<file path="config.mk">
export PLATFORM = sky130hd
export DESIGN_NAME = linked_list_mqueue
export DESIGN_NICKNAME = d
export VERILOG_FILES = /design/src/rtl/linked_list_mqueue.sv
export SDC_FILE = /design/constraint.sdc
export NUM_CORES = 1
export LEC_CHECK = 0
export ABC_AREA = 1
export CORE_MARGIN = 4
export CORE_UTILIZATION = 50
export CTS_BUF_LIST = sky130_fd_sc_hd__clkbuf_16
export DETAILED_ROUTE_END_ITERATION = 10
export GPL_TIMING_DRIVEN = 0
export HOLD_SLACK_MARGIN = 0.06
export MAX_ROUTING_LAYER = met4
export PLACE_DENSITY = 0.73
export SETUP_SLACK_MARGIN = 0.05
export SYNTH_ARGS = -nofsm -noshare
export SYNTH_HDL_FRONTEND = slang
export SYNTH_SLANG_ARGS = --single-unit
</file>
<file path="constraint.sdc">
create_clock -name clk -period 7.6 [get_ports clk]
set_input_delay 1.9 -clock clk [delete_from_list [all_inputs] [get_ports clk]]
set_output_delay 1.9 -clock clk [all_outputs]
set_load 0.02 [all_outputs]
</file>
<file path="src/rtl/linked_list_mqueue.sv">
// Multi-queue FIFO: NUM_QUEUES linked-list queues share one DEPTH-entry store,
// with unused entries chained on a free list and RESERVE entries guaranteed per queue.
module linked_list_mqueue #(
  parameter int WIDTH      = 8,
  parameter int DEPTH      = 8,
  parameter int NUM_QUEUES = 2,
  parameter int RESERVE    = 2,
  localparam int PTR_W = $clog2(DEPTH),
  localparam int SEL_W = (NUM_QUEUES > 1) ? $clog2(NUM_QUEUES) : 1,
  localparam int CNT_W = $clog2(DEPTH + 1)
) (
  input  logic                        clk,
  input  logic                        rst,
  input  logic                        push,
  input  logic [SEL_W-1:0]            push_sel,
  input  logic [WIDTH-1:0]            push_data,
  input  logic                        pop,
  input  logic [SEL_W-1:0]            pop_sel,
  output logic                        pop_valid,
  output logic [WIDTH-1:0]            pop_data,
  output logic [NUM_QUEUES-1:0]       empty,
  output logic [NUM_QUEUES-1:0]       full,
  output logic [CNT_W-1:0]            free_count,
  output logic [NUM_QUEUES*CNT_W-1:0] occupancy,
  output logic                        err_push,
  output logic                        err_pop
);

  localparam int NSEL = 2 ** SEL_W;
  localparam logic [CNT_W-1:0] RES_C      = CNT_W'(RESERVE);
  localparam logic [CNT_W-1:0] SHARED_CAP = CNT_W'(DEPTH - NUM_QUEUES * RESERVE);

  if (NUM_QUEUES * RESERVE > DEPTH) begin : g_bad_reserve
    $error("linked_list_mqueue: NUM_QUEUES*RESERVE exceeds DEPTH");
  end
  if (DEPTH < 2 || (DEPTH & (DEPTH - 1)) != 0) begin : g_bad_depth
    $error("linked_list_mqueue: DEPTH must be a power of 2 and at least 2");
  end
  if (NUM_QUEUES < 1) begin : g_bad_queues
    $error("linked_list_mqueue: NUM_QUEUES must be at least 1");
  end

  logic [WIDTH-1:0] data_mem [DEPTH];
  logic [PTR_W-1:0] next_mem [DEPTH];
  logic [PTR_W-1:0] head     [NUM_QUEUES];
  logic [PTR_W-1:0] tail     [NUM_QUEUES];
  logic [CNT_W-1:0] count    [NUM_QUEUES];
  logic [PTR_W-1:0] free_head;
  logic [PTR_W-1:0] free_tail;
  logic [CNT_W-1:0] free_cnt;

  logic [CNT_W-1:0] shared_used;
  logic [NSEL-1:0]  full_ext;
  logic [NSEL-1:0]  empty_ext;
  logic             push_acc;
  logic             pop_acc;
  logic             same_q;
  logic [PTR_W-1:0] push_entry;
  logic [PTR_W-1:0] pop_entry;
  logic [PTR_W-1:0] pop_next_head;
  logic [PTR_W-1:0] push_next_free;

  always_comb begin
    shared_used = '0;
    for (int q = 0; q < NUM_QUEUES; q++) begin
      if (count[q] > RES_C) shared_used = shared_used + (count[q] - RES_C);
    end
  end

  always_comb begin
    empty     = '0;
    full      = '0;
    occupancy = '0;
    for (int q = 0; q < NUM_QUEUES; q++) begin
      empty[q] = (count[q] == '0);
      full[q]  = (count[q] >= RES_C) && (shared_used >= SHARED_CAP);
      occupancy[q*CNT_W +: CNT_W] = count[q];
    end
  end

  // Selector codes beyond NUM_QUEUES look permanently full and empty, so they are rejected.
  always_comb begin
    full_ext  = '1;
    empty_ext = '1;
    full_ext[NUM_QUEUES-1:0]  = full;
    empty_ext[NUM_QUEUES-1:0] = empty;
  end

  assign free_count = free_cnt;
  assign push_acc   = push && !full_ext[push_sel];
  assign pop_acc    = pop && !empty_ext[pop_sel];
  assign same_q     = push_acc && pop_acc && (push_sel == pop_sel);
  assign push_entry = free_head;
  assign pop_entry  = head[pop_sel];

  // next[] of a sole element or sole free entry is being rewritten this cycle, so bypass it.
  assign pop_next_head  = (same_q && count[pop_sel] == CNT_W'(1)) ? push_entry
                                                                  : next_mem[pop_entry];
  assign push_next_free = (pop_acc && free_cnt == CNT_W'(1)) ? pop_entry
                                                             : next_mem[push_entry];

  always_ff @(posedge clk) begin
    if (rst) begin
      for (int i = 0; i < DEPTH; i++) next_mem[i] <= PTR_W'((i + 1) % DEPTH);
      for (int q = 0; q < NUM_QUEUES; q++) begin
        head[q]  <= '0;
        tail[q]  <= '0;
        count[q] <= '0;
      end
      free_head <= '0;
      free_tail <= PTR_W'(DEPTH - 1);
      free_cnt  <= CNT_W'(DEPTH);
      pop_valid <= 1'b0;
      pop_data  <= '0;
      err_push  <= 1'b0;
      err_pop   <= 1'b0;
    end else begin
      err_push  <= push && !push_acc;
      err_pop   <= pop && !pop_acc;
      pop_valid <= pop_acc;
      if (pop_acc) pop_data <= data_mem[pop_entry];

      if (push_acc) begin
        free_head <= push_next_free;
        if (count[push_sel] == '0) head[push_sel] <= push_entry;
        else next_mem[tail[push_sel]] <= push_entry;
        tail[push_sel] <= push_entry;
      end

      // A popped entry joins the free-list tail; it cannot collide with a same-cycle push.
      if (pop_acc) begin
        head[pop_sel]       <= pop_next_head;
        next_mem[free_tail] <= pop_entry;
        free_tail           <= pop_entry;
        if (free_cnt == '0) free_head <= pop_entry;
      end

      for (int q = 0; q < NUM_QUEUES; q++) begin
        count[q] <= count[q] + CNT_W'(push_acc && push_sel == SEL_W'(q))
                             - CNT_W'(pop_acc && pop_sel == SEL_W'(q));
      end
      free_cnt <= free_cnt - CNT_W'(push_acc) + CNT_W'(pop_acc);
    end
  end

  always_ff @(posedge clk) begin
    if (!rst && push_acc) data_mem[push_entry] <= push_data;
  end

endmodule
</file>
Word-level counts from Yosys, hierarchy flattened --
Memory sizes are Yosys's and may differ from the RTL's. A register that Yosys moved wholly into a read port is not among the register bits. Cells that the tools add are included.
Cells by class: add/subtract/negate cells 9, bitwise logic cells 4, reduce and logical (&&, ||, !) cells 29, magnitude comparators 7, equality and inequality tests 3, multiplexer cells 48
Operators by type and width (number):
- $mux W3 | 13
- $mux W1 | 31
- $logic_not A4 Y1 | 4
- $mux W4 | 4
- $logic_and A1 B1 Y1 | 15
- $reduce_or A3 Y1 | 5
- $add A4 B1 Y4 | 3
- $sub A4 B1 Y4 | 3
- $eq A4 B1 Y1 const B | 2
- $ge A4 B2 Y1 const B | 2
- $gt A4 B2 Y1 const B | 2
- $sub A4 B2 Y4 const B | 2
- $logic_not A1 Y1 | 5
- $add A4 B4 Y4 | 1
- $ge A4 B3 Y1 const B | 1
- $lt A1 B2 Y1 const B | 2
- $not A1 Y1 | 2
- $or A1 B1 Y1 | 2
- $eq A1 B1 Y1 | 1
Word-level totals: word-level logic and storage cells 111, register bits 13, RAM bits 108, memories 5
Memories:
- data_mem | words 8, width 8, rd ports 1, clocked after memory_dff 1, write ports 1, line 43 | logic [WIDTH-1:0] data_mem [DEPTH];
- next_mem | words 8, width 3, rd ports 2, clocked after memory_dff 1, write ports 8, line 44 | logic [PTR_W-1:0] next_mem [DEPTH];
- count | words 2, width 4, rd ports 4, clocked after memory_dff 0, write ports 2, line 47 | logic [CNT_W-1:0] count [NUM_QUEUES];
- head | words 2, width 3, rd ports 1, clocked after memory_dff 0, write ports 2, line 45 | logic [PTR_W-1:0] head [NUM_QUEUES];
- tail | words 2, width 3, rd ports 1, clocked after memory_dff 0, write ports 2, line 46 | logic [PTR_W-1:0] tail [NUM_QUEUES];

Depth between registers and ports, before layout --
word-level depth 15, depth in mapped cells 29

Worst setup path before layout --
OpenSTA, ideal clock, no wires.
path kind reg2out, start point memory count[0][3] (netlist name), end point output full[1], required time 5.700 ns, path slack 2.919 ns, stages on the path, launching flop included 20, arrival 2.781 ns, path through dfxtp_1 > inv_1 > ha_1 > nand3_1 > nand2_2 > inv_1 > nand2_1 > ha_1 > nor3_1 > nand2_1 > fa_1 > inv_1 > nand2_1 > nand3_1 > nand2_1 > nand2_1 > nand3_2 > nand2_4 > nand2_1 > inv_1
RTL lines:
- start, declared | line 47
- end, declared | line 22 | output logic [NUM_QUEUES-1:0] full,

==> results by group <==
Final layout
  • Util after Layout: 60.66%
  • Area Overhead vs Synth: 17.15%
  • Net count, final: 876
  • Commonest cells after routing, fill and taps aside: nand2_1 (141), nor2_1 (130), edfxtp_1 (100), inv_1 (86), o21ai_0 (73)
  • Final Cell Area: 8160 µm²
  • Finished Layout Cells: 1,027
  • ANT cells: 0
  • Fraction of layout cells with a size suffix above 1: 12.46%
  • # fillers: 1,137
  • Most common cell after layout, fill and taps aside: nand2_1

STA
  • Unrepaired setup endpoints after global routing: no
  • Slew Viols, Final: 0
  • Slew of the pin with the lowest slew margin: 1.040 ns
  • Setup violations, final: 0
  • Post-route setup slack: 1.850 ns
  • Max_slew headroom: 30.44%
  • Tmin final: 5.750 ns
  • Fin. Hold Viols: 0
  • Hold_ws: 0.5519 ns
  • Final setup TNS: 0 ns
  • Achievable frequency: 173.9 MHz
  • Clock skew: 0.006565 ns
  • Period utilisation layout: 75.66%

Detailed routing
  • Via Count: 5,855
  • # DRC: 0
  • Router iterations before antenna repair: 6
  • Iter 0 DRT Violations: 655
  • Routed wire per std cell: 17.42 µm
  • Post-Route WL: 17,890 µm
  • DR vias/cell: 5.701
  • Antenna Nets Post-Route: 0

Synthesis
  • Post-Synth XOR/XNOR Area: 0.5030%
  • Compound-cell area share of the yosys netlist: 10.94%
  • Synth Net Count: 818
  • Synthesized cell area: 6965 µm²
  • Yosys reg bits: 129
  • Main synth FF type: edfxtp_1
  • Post-synthesis mux area share: 0%
  • Register area share after synthesis: 51.45%
  • EDFF count, synth: 100
  • Mean Syn Cell Area: 8.930 µm²
  • Ys Warns: 0
  • Gate Count Post-Synth: 780
  • Unique masters post-synth: 42
  • Fraction of registers with async set or reset after synthesis: 0%
  • Synth Area in Adders: 4.742%
  • Simple-gate share of the synthesized area: 24.77%
  • Main combinational cell family by area after synthesis: simple AND/OR/NAND/NOR gates

Die
  • Die width: 126.0 µm
  • Die area: 15,880 µm²
  • Boundary Pins: 41
  • Initial Util: 51.78%
  • Die H: 126.0 µm
  • Core area: 13,450 µm²
  • Rows: 42

Clock tree
  • H-tree Lvls: 4
  • Worst skew pair latency: 0.43 ns
  • Clk sink count: 129
  • Post-CTS setup repair buffer count: 0
  • CTS tree: done
  • Clock buffer count from CTS: 17
  • Hold buffer count at CTS: 0
  • Post-CTS sizing: 0
  • CTS max path bufs: 2
  • Reg clk slew, reported paths: 0.06 ns
  • Root Buffer: clkbuf_16

Job
  • Number of max-cap violations: 0

Min path
  • Hold-critical path depth: 2
  • HP Class: reg -> reg
  • Hold EP: free_tail[0]
  • Hold Path Origin: free_tail[0]

Placed design
  • Place WS: 2.296 ns
  • Port Buf Inserts: 39
  • Dpl cell area: 7576 µm²
  • Routability cong.: 1.014
  • Placed Instances: 995
  • Detail Placement HPWL: 12,480 µm

Setup path
  • Crit Path Category: reg -> out
  • Worst r2r dst: data_mem[7][4]
  • CP Max Fanout: 5
  • FF-to-FF setup slack: 3.10 ns
  • CP Capture Type: primary output
  • CP Data Required Time: 5.70 ns
  • Logic depth of the worst register-to-register path: 24
  • Worst EP arrival: 3.85 ns
  • FF-to-FF Start: count[0][3]
  • Worst Setup Start Kind: flip-flop

Pwr
  • Tot Pwr: 3.149 mW
  • Maximum VDD drop: 0.0003015 V
  • Leakage: 3.336 nW
  • Power density cells: 385.9 nW/µm²

GRT
  • Global Route Usage Sum: 23.79%
  • Global-route wire length before repair: 28,730 µm
  • Antenna violations before repair: 0
  • Vias in the first global route: 5,707
  • Pin count of the biggest net entering global routing: 17
  • Grt ovf: 0

Run status
  • Outcome: completed
[cell families (layout without fill, tap and decap cells)]
logic type / after synthesis / count (layout)
DFF: 129 / 129
adders and majority gates: 24 / 24
xor gates and xnor gates: 4 / 4
and+or+nand+nor: 363 / 363
AOI/OAI and AO/OA: 133 / 133
buffers and inverters: 127 / 198
[critical path, stage by stage, from the launching register on]
cell and delay [ns]:
dfxtp_1 0.33, inv_1 0.14, ha_1 0.24, nand2_1 0.11
nand2_4 0.13, nand2_2 0.07, inv_1 0.07, nand2_1 0.05
ha_1 0.27, nor3_1 0.18, nand2_1 0.09, fa_1 0.40
inv_1 0.09, nand2_1 0.07, nand3_1 0.08, nand2_1 0.06
nand2_1 0.06, nand3_2 0.09, nand2_4 0.10, nand2_1 0.13
inv_1 0.08, clkdlybuf4s50_1 0.59
[registers in the layout (all words and copies together) (netlist names)]
register    cells
count           8
data_mem       64
err_pop         1
err_push        1
free_count      4
free_head       3
free_tail       3
head            6
next_mem       24
pop_data        8
pop_valid       1
tail            6
[where the power goes]
part	internal (mW)	leakage, nW	switching, mW	total [mW]
combinational	0.505	1.90	0.918	1.42
clock	0.485	0.286	0.318	0.803
sequential	0.870	1.15	0.0535	0.923
total	1.86	3.34	1.29	3.15
[cell type report]
type / count / area, µm² / area share, %
Sequential cell: 129 / 3583 / 43.91
Buffer: 31 / 168.9 / 2.070
Timing Repair Buffer: 39 / 390.4 / 4.784
Inverter: 96 / 360.3 / 4.416
Multi-Input combinational cell: 524 / 2853 / 34.96
Clock buffer: 17 / 425.4 / 5.213
Tap cell: 176 / 220.2 / 2.699
Clock inverter: 15 / 158.9 / 1.947
[synthesized netlist by cell type (2+ instances only)]
| cell | instances | area share, % |
|---|---|---|
| nand4_1 | 18 | 1.6 |
| nor2_1 | 130 | 7.0 |
| nand4_4 | 7 | 2.1 |
| o21ai_2 | 7 | 0.88 |
| o211ai_1 | 10 | 1.1 |
| xnor2_1 | 2 | 0.25 |
| clkbuf_1 | 10 | 0.54 |
| buf_2 | 14 | 1.0 |
| nor2_2 | 11 | 0.99 |
| a22oi_1 | 2 | 0.22 |
| nor3_1 | 2 | 0.14 |
| o21ai_1 | 5 | 0.36 |
| dfxtp_1 | 29 | 8.3 |
| nand2_2 | 5 | 0.45 |
| nand3_2 | 2 | 0.29 |
| nand3_4 | 3 | 0.75 |
| inv_2 | 10 | 0.54 |
| a21oi_1 | 14 | 1.0 |
| or2_2 | 5 | 0.45 |
| fa_1 | 4 | 1.1 |
| o221ai_1 | 3 | 0.38 |
| o22ai_1 | 16 | 1.4 |
| ha_1 | 20 | 3.6 |
| o21ai_0 | 73 | 5.2 |
| nand3_1 | 32 | 2.3 |
| inv_1 | 85 | 4.6 |
| buf_4 | 5 | 0.54 |
| nand2_4 | 2 | 0.32 |
| xor2_1 | 2 | 0.25 |
| nand2_1 | 141 | 7.6 |
| edfxtp_1 | 100 | 43 |
[worst max path at each step]
stage                         end  slack [ns]         from
final                     full[1]        1.85  count[0][3]
after global routing      full[1]        1.56  count[0][3]
after CTS                 full[1]        1.82  count[0][3]
after detailed placement  full[1]        2.30  count[0][3]
after global placement    full[0]        2.33  count[0][3]
after floorplan           full[1]        2.92  count[0][3]
[routing by layer]
metal | up-vias | part of all wire [%] | track usage (%)
met4 | 0 | 3.0 | 9.716
met5 | - | 0 | -
li1 | 2740 | - | -
met3 | 55 | 9.9 | 5.334
met2 | 333 | 46 | 37.21
met1 | 2727 | 41 | 30.12
(Power assumes the default switching activity.)
